$ cat src/rtl/calc_op_sequencer.sv
// rtl/calc_op_sequencer.sv - keypad-side operand/opcode sequencer for the calculator ALU
// Optional divide-by-zero guard: define CALC_SEQ_DIV0_GUARD_EN.
module calc_op_sequencer #(
  parameter int OPCODE_LENGTH = 5,
  parameter int RESULT_WIDTH  = 32,
  parameter int ALU_LATENCY   = 0
) (
  input  logic                           clk,
  input  logic                           rst,
  input  logic                           key_valid,
  output logic                           key_ready,
  input  logic [1:0]                     key_type,
  input  logic [OPCODE_LENGTH-1:0]       key_data,
  output logic [OPCODE_LENGTH-1:0]       alu_opcode,
  output logic signed [RESULT_WIDTH-1:0] alu_num_a,
  output logic signed [RESULT_WIDTH-1:0] alu_num_b,
  output logic                           alu_req,
  input  logic signed [RESULT_WIDTH-1:0] alu_result,
  output logic signed [RESULT_WIDTH-1:0] disp_value,
  output logic                           done,
  output logic                           err,
  output logic signed [RESULT_WIDTH-1:0] mem_value
);
  typedef logic [OPCODE_LENGTH-1:0] op_t;
  localparam op_t OP_ADD  = op_t'(0);
  localparam op_t OP_SUB  = op_t'(1);
  localparam op_t OP_MUL  = op_t'(2);
  localparam op_t OP_DIV  = op_t'(3);
  localparam op_t OP_MOD  = op_t'(11);
  localparam op_t OP_MADD = op_t'(17);
  localparam op_t OP_MSUB = op_t'(18);
  localparam op_t OP_MR   = op_t'(20);
  localparam op_t OP_MC   = op_t'(24);

  localparam logic [1:0] K_DIGIT = 2'd0;
  localparam logic [1:0] K_OP    = 2'd1;
  localparam logic [1:0] K_EQ    = 2'd2;

  localparam int AW = RESULT_WIDTH + 5;
  localparam logic [AW-1:0] VMAX = {6'b0, {(RESULT_WIDTH-1){1'b1}}};

`ifdef CALC_SEQ_DIV0_GUARD_EN
  localparam bit DIV_GUARD = 1'b1;
`else
  localparam bit DIV_GUARD = 1'b0;
`endif

  typedef enum logic [1:0] {S_ENTRY_A, S_ENTRY_B, S_EXEC, S_SHOW} state_t;

  state_t                  state;
  logic signed [RESULT_WIDTH-1:0] a, b, eff_b, iss_a, iss_b;
  op_t                     op, iss_op;
  logic                    b_typed, exec_mem, iss, iss_mem, is_binary, div0, acc_ok;
  logic [3:0]              cnt, digit;
  logic [AW-1:0]           acc_next;

  assign key_ready = (state != S_EXEC);
  assign digit     = key_data[3:0];
  assign eff_b     = b_typed ? b : a;

  // Operands are non-negative while being typed, so accumulation is done unsigned with headroom.
  always_comb begin
    acc_next  = (state == S_ENTRY_B ? {5'b0, b} : {5'b0, a}) * AW'(10) + AW'(digit);
    acc_ok    = (digit <= 4'd9) && (acc_next <= VMAX);
    is_binary = (key_data == OP_ADD) || (key_data == OP_SUB) || (key_data == OP_MUL) ||
                (key_data == OP_DIV) || (key_data == OP_MOD);
    div0      = DIV_GUARD && ((op == OP_DIV) || (op == OP_MOD)) && (eff_b == '0);
    iss       = 1'b0;
    iss_mem   = 1'b0;
    iss_op    = key_data;
    iss_a     = a;
    iss_b     = '0;
    if (key_valid && key_ready) begin
      if (key_type == K_OP) begin
        if ((key_data == OP_MADD) || (key_data == OP_MSUB)) begin
          iss     = 1'b1;
          iss_mem = 1'b1;
          iss_a   = disp_value;
          iss_b   = mem_value;
        end else if (key_data == OP_MR) begin
          iss   = 1'b1;
          iss_a = '0;
          iss_b = mem_value;
        end else if (!is_binary && (key_data != OP_MC) && (state != S_ENTRY_B)) begin
          iss = 1'b1;
        end
      end else if ((key_type == K_EQ) && (state == S_ENTRY_B) && !div0) begin
        iss    = 1'b1;
        iss_op = op;
        iss_b  = eff_b;
      end
    end
  end

  always_ff @(posedge clk) begin
    if (rst) begin
      state      <= S_ENTRY_A;
      a          <= '0;
      b          <= '0;
      op         <= '0;
      b_typed    <= 1'b0;
      exec_mem   <= 1'b0;
      cnt        <= '0;
      alu_opcode <= '0;
      alu_num_a  <= '0;
      alu_num_b  <= '0;
      alu_req    <= 1'b0;
      disp_value <= '0;
      done       <= 1'b0;
      err        <= 1'b0;
      mem_value  <= '0;
    end else begin
      done <= 1'b0;
      if (state == S_EXEC) begin
        if (cnt == 4'(ALU_LATENCY)) begin
          cnt        <= '0;
          state      <= S_SHOW;
          done       <= 1'b1;
          alu_req    <= 1'b0;
          alu_opcode <= '0;
          alu_num_a  <= '0;
          alu_num_b  <= '0;
          // Memory updates leave the display alone; A follows whatever is shown.
          if (exec_mem) begin
            mem_value <= alu_result;
            a         <= disp_value;
          end else begin
            disp_value <= alu_result;
            a          <= alu_result;
          end
        end else begin
          cnt <= cnt + 4'd1;
        end
      end else if (iss) begin
        state      <= S_EXEC;
        alu_req    <= 1'b1;
        alu_opcode <= iss_op;
        alu_num_a  <= iss_a;
        alu_num_b  <= iss_b;
        exec_mem   <= iss_mem;
      end else if (key_valid) begin
        case (key_type)
          K_DIGIT: begin
            if (state == S_SHOW) begin
              if (digit <= 4'd9) begin
                a          <= RESULT_WIDTH'(digit);
                disp_value <= RESULT_WIDTH'(digit);
                state      <= S_ENTRY_A;
              end
            end else if (acc_ok) begin
              if (state == S_ENTRY_B) begin
                b       <= acc_next[RESULT_WIDTH-1:0];
                b_typed <= 1'b1;
              end else begin
                a <= acc_next[RESULT_WIDTH-1:0];
              end
              disp_value <= acc_next[RESULT_WIDTH-1:0];
            end
          end
          K_OP: begin
            if (key_data == OP_MC) begin
              mem_value <= '0;
            end else if (is_binary) begin
              op <= key_data;
              if (state != S_ENTRY_B) begin
                b       <= '0;
                b_typed <= 1'b0;
              end
              state <= S_ENTRY_B;
            end
          end
          K_EQ: begin
            if ((state == S_ENTRY_B) && div0) begin
              err        <= 1'b1;
              disp_value <= '0;
              a          <= '0;
              done       <= 1'b1;
              state      <= S_SHOW;
            end
          end
          default: begin
            a          <= '0;
            b          <= '0;
            b_typed    <= 1'b0;
            disp_value <= '0;
            err        <= 1'b0;
            state      <= S_ENTRY_A;
          end
        endcase
      end
    end
  end
endmodule

$ cat config.mk
export PLATFORM = sky130hd
export DESIGN_NAME = calc_op_sequencer
export DESIGN_NICKNAME = d
export VERILOG_FILES = /design/src/rtl/calc_op_sequencer.sv
export SDC_FILE = /design/constraint.sdc
export NUM_CORES = 1
export LEC_CHECK = 0
export BUFFER_PORTS_ARGS = -buffer_cell sky130_fd_sc_hd__clkbuf_2
export CAP_MARGIN = 20
export CORE_MARGIN = 5
export CORE_UTILIZATION = 40
export DETAILED_ROUTE_END_ITERATION = 16
export HOLD_SLACK_MARGIN = 0.03
export PLACE_DENSITY = 0.66
export SETUP_SLACK_MARGIN = 0.3
export SYNTH_ARGS = -nofsm -noshare
export SYNTH_HDL_FRONTEND = slang
export SYNTH_SLANG_ARGS = --single-unit
export TNS_END_PERCENT = 100
$ cat constraint.sdc
create_clock -name clk -period 8.1 [get_ports clk]
set_clock_uncertainty 0.15 [all_clocks]
set_input_delay 1.62 -clock clk [delete_from_list [all_inputs] [get_ports clk]]
set_output_delay 1.62 -clock clk [all_outputs]
set_load 0.1 [all_outputs]
# Word-level counts from Yosys, hierarchy flattened
# Cells that the tools add are included.
[op_classes]
add_sub_neg = 2
multipliers = 1
n_bitwise = 4
reduce_logical = 29
eq_ne = 34
muxes = 82
n_lt_le_gt_ge = 2
[op_table]
columns = ["cell", "count"]
rows = [
  ["32-bit 2-to-1 mux", 43],
  ["32-bit one-hot mux with 2 select lines", 2],
  ["32-bit one-hot mux with 3 select lines", 1],
  ["36-bit by 4-bit adder with 37-bit output", 1],
  ["37-bit by 31-bit less-or-equal comparator with 1-bit output, second input constant", 1],
  ["32-bit by 3-bit multiplier with 35-bit output, second input constant", 1],
  ["5-bit 2-to-1 mux", 6],
  ["4-bit != test, second input constant", 6],
  ["5-bit equality test, second input constant", 4],
  ["1-bit 2-to-1 mux", 19],
  ["6-bit AND reduction", 3],
  ["2-bit 2-to-1 mux", 8],
  ["2-bit != test, second input constant", 7],
  ["7-bit AND reduction", 2],
  ["5-bit by 2-bit equality test with 1-bit output, second input constant", 2],
  ["2-bit by 1-bit != test with 1-bit output, second input constant", 5],
  ["10-bit AND reduction", 1],
  ["2-bit nonzero test", 4],
  ["2-bit equality test, second input constant", 3],
  ["2-bit one-hot mux with 3 select lines", 1],
  ["5-bit by 1-bit equality test with 1-bit output, second input constant", 1],
  ["5-bit by 4-bit equality test with 1-bit output, second input constant", 1],
  ["1-bit logical AND", 5],
  ["5-bit zero test", 1],
  ["16 further kinds", 26],
]
[totals]
input_bits = 42
wordCells = 168
reg_bits = 212
output_inout_bits = 137

# Longest topological paths before layout
[logic_depth]
depth_word = 15
mapped_depth = 23
mapped_depth_nobuf = 17

# Least setup slack after synthesis
# OpenSTA, ideal clock, no wires.
[synth_path]
path_kind = "register -> register"
start = "reg state[0]"
end = "reg b[17]"
setup_ps = 70
required_ps = 7880
n_path_buf = 3
arrival_ps = 5557
slack_ps = 2322
path_stages_with_launch = 20
period_less_slack_ps = 5778
cell_sequence = "dfxtp_1 -> nor2b_1 -> clkbuf_1 -> buf_1 -> mux2_2 -> ha_1 -> ha_1 -> fa_1 -> a211oi_4 -> o31ai_4 -> a31o_2 -> a41o_1 -> nor3_2 -> nand4_2 -> nor4b_4 -> nand4_2 -> a2111o_1 -> buf_2 -> or3_1 -> a21oi_1"
[synth_between]
elab_chain_cells = 9
word_cells_on_any_way = 30
cone_classes = "1 x add/sub; 1 x mul; 1 x order compare; 9 x eq/ne; 11 x mux; 2 x bitwise; 5 x reduce/logical"
[synth_lines]
columns = ["element", "line", "text"]
rows = [
  ["start: declaration", "50", "state_t state;"],
  ["start signal: assignment", "97", "state <= S_ENTRY_A;"],
  ["start signal: assignment", "117", "state <= S_SHOW;"],
  ["start signal: assignment", "135", "state <= S_EXEC;"],
  ["branches (longest 9 deep; another with 36-bit by 4-bit adder with 37-bit output)", "-", ""],
  ["end signal: assignment", "152", "b <= acc_next[RESULT_WIDTH-1:0];"],
  ["end: declaration", "51", "logic signed [RESULT_WIDTH-1:0] a, b, eff_b, iss_a, iss_b;"],
]
# Several ways; the timed one is not identified. The select of a mux whose other input is x is not followed.
# A chain may end at the register's enable or synchronous reset.

# Final worst setup path
[layout_path]
start = "reg state[1]"
end = "reg b[29]"
# The elaborated chain is that of the path after synthesis.

==> impl_metrics.py <==
metrics = {
    "final_layout": {
        "final_util_pct": 45.9,
        "antennaDiodeCount": 0,
        "final_cells": 2219,
        "layout-drive-gt1-share_pct": 18.2,
        "area_growth_pct": 14.3,
        "nNetsFinal": 1845,
    },
    "place": {
        "dp_hpwl_mm": 34.5,
        "port_buffers": 177,
        "routabilityCongestion": 0.928,
        "placedCellCount": 2177,
    },
    "critical_path": {
        "path_common_cell": "ha_1",
        "path_cells": "nor2b_4, mux2i_1, inv_1, ha_1, ha_1, fa_1, a211oi_4, o31ai_4, a311oi_2, o21ai_1, xor2_1, nand4_1, nor2_1, nand4_2, a2111o_1, buf_12, or3_1, a21oi_1",
        "ff2ff_setup_slack_ns": 1.57,
        "worstPathMaxFanout": 34,
        "path_class": "flop to flop",
        "worst_path_max_delay_cell": "dfxtp_1",
        "crit_path_start_kind": "flop",
        "end_kind": "flop",
        "critPathArrivalTime_ns": 6.81,
        "crit_required_ns": 8.38,
        "max_stage_delay_ns": 0.88,
    },
    "detailed_routing": {
        "drc": 0,
        "drt_iter0_markers": 1490,
        "via_per_inst": 6.04,
        "wirelength_mm": 48.0,
        "ant_nets": 0,
        "dr.pass1.iters": 6,
        "vias": 13400,
        "wire_per_inst_um": 21.6,
    },
    "global_routing": {
        "grt_pass1_wl_mm": 74.0,
        "antenna_found_initial": 0,
        "grt.overflow.total": 0,
        "grt_pass1_vias": 12800,
        "grt_max_degree": 98,
        "grtUsageTotal_pct": 25.0,
    },
    "power_and_ir_drop": {
        "p_leak_nw": 5.96,
        "vdd_drop_max_mv": 0.182,
        "p_per_area_nw_per_um2": 217,
    },
    "synth": {
        "synth_top_cell_area_share_pct": 31.8,
        "ys_seq_area_share_pct": 31.8,
        "synth_seq_cells": 212,
        "synthArstFlopShare_pct": 0,
        "yosysWarningCount": 0,
        "postSynthCellCount": 1679,
        "yosysTopAreaCell": "dfxtp_1",
        "syn_area_per_cell_sq_um": 7.96,
        "syn_nets": 1767,
        "netlist_area_sq_um": 13400,
        "ys_types": 82,
        "synth_top_cells_by_area": "dfxtp_1 (32%), nand2_1 (5.5%), mux2_2 (4.6%)",
        "synth_top_flop_cell": "dfxtp_1",
        "synth-edff-count": 0,
    },
    "die": {
        "die_width_um": 193,
        "start_util_pct": 40.1,
        "die_area_sq_um": 37100,
        "die_h_um": 193,
        "rows": 67,
        "core_sq_um": 33300,
        "io_pins": 179,
    },
    "timing": {
        "setup_viol": 0,
        "fin_crit_sh_pct": 80.6,
        "slew_headroom_pct": 27.2,
        "worstMarginPinSlew_ns": 1.09,
        "rsz0062_at_grt": "no",
        "max_freq_mhz": 153,
        "min_period_ns": 6.53,
        "fin_tns_setup_ns": 0,
        "finalHoldViolCount": 0,
        "maxSlewViolCount": 0,
    },
    "clocking": {
        "clock-sinks": 212,
        "cts_hold_buf": 0,
        "post_cts_buffers": 0,
        "post_cts_resized": 0,
        "h-tree-depth": 1,
        "clk_pin_slew_ns": 0.06,
        "cts_buffers": 25,
        "cts_root_buffer": "clkbuf_16",
        "cts_tree": "built",
        "clk_path_buf_depth": 3,
        "clkLatencyLatePin_ns": 0.53,
    },
    "run": {
        "cap_violations": 0,
    },
    "run_status": {
        "status": "finished, final reports clean",
    },
    "worst_hold_path": {
        "hold_class": "flop to flop",
    },
}
routing by layer:
layer,vias up,share of wire (%),global-route usage [%]
li1,6264,-,-
met1,6384,44,36.0
met2,660,44,38.7
met3,86,9.4,4.56
met4,0,2.4,6.50
met5,-,0,0
power by group:
part	internal [mW]	switching, mW
registers	1.09	0.0949
clock network	0.665	0.450
logic	0.272	0.741
total	2.03	1.29
layout by cell type, fill, tap and decap left out, drive strengths merged, types with 22 or more instances in the layout:
cell type,count
buf,23
nor2b,26
a22oi,26
mux2,57
ha,44
inv,22
and4,24
a21oi,122
xor2,42
or3,25
nor3,32
dfxtp,212
a222oi,36
nand2,197
nor2,132
o21ai,121
mux2i,59
a21o,25
xnor2,42
nand3,115
clkbuf,212
worst max-delay path, delay by kind of cell (launching register included):
| kind | cells | cell delay [ns] |
|---|---|---|
| flip-flops | 1 | 0.88 |
| AO/OA/AOI/OAI | 6 | 2.11 |
| buffers and inverters | 2 | 0.36 |
| XOR/XNOR | 1 | 0.30 |
| AND/OR/NAND/NOR | 5 | 1.31 |
| multiplexers | 1 | 0.33 |
| adder cells (fa/ha/maj) | 3 | 0.99 |
kinds of logic (layout without fill, tap and decap cells):
| logic type | count (synthesis) | after routing | synth area share [%] |
|---|---|---|---|
| AO/OA/AOI/OAI | 433 | 433 | 21.4 |
| XOR/XNOR | 84 | 84 | 5.68 |
| multiplexers | 116 | 116 | 9.23 |
| AND/OR/NAND/NOR | 618 | 618 | 22.4 |
| adder cells (fa/ha/maj) | 46 | 46 | 4.42 |
| other | 1 | 1 | 0.0281 |
| buffers and inverters | 169 | 261 | 5.07 |
| flip-flops | 212 | 212 | 31.8 |
cells in the mapped netlist (all sizes together) (6+ instances only):
cell       n
o21ai    121
o22ai      9
mux2      57
nand2    197
a31oi      7
inv       21
clkbuf   109
xnor2     42
or3       25
nor3      32
ha        44
nand4     20
a211oi     8
a222oi    36
o2111ai    7
a22oi     26
nand2b     6
a21oi    122
xor2      42
o22a       9
o211ai     8
nor2b     26
nor2     132
a21o      25
mux2i     59
dfxtp    212
o21a       6
nand3    115
and3       9
buf       39
and4      24
nor4       8
and2       8
layout make-up:
class                   count  area [sq um]
multi-input cells        1298          8510
inverters                  21          78.8
flip-flops and latches    212          4250
clock buffers              36           707
clock inverters             5          85.1
repair buffers            199          1080
fillers                  3316         18000
well taps                 448           561
registers in the layout, indices dropped and copies added, names as in the netlist:
register    flops
alu_num_a      32
alu_req         1
disp_value     32
done            1
mem_value      32
cnt             4
state           2
alu_opcode      5
a              32
alu_num_b      32
op              5
b              32
exec_mem        1
b_typed         1
metrics by stage:
| stage | power [mW] | setup WS [ns] | hold slack, ns | cell area [sq um] |
|---|---|---|---|---|
| after floorplan | 1.91 | 2.32 | 0.275 | 13400 |
| after global placement | 2.19 | 1.80 | 0.280 | 14500 |
| after detailed placement | 2.20 | 1.66 | 0.280 | 14500 |
| after CTS | 3.30 | 1.61 | 0.294 | 15200 |
| after global routing | 3.43 | 1.09 | 0.329 | 15300 |
| final | 3.32 | 1.57 | 0.294 | 15300 |
path summary, 6_finish.rpt:
check,from,cells past startpoint,to
worst min register to register,alu_num_a[1],2,alu_num_a[1]
worst min-delay path,alu_num_a[1],2,alu_num_a[1]
worst max-delay path,state[1],18,b[29]
worst max register to register,state[1],18,b[29]
No activity file was read; power rests on OpenSTA's default activity.
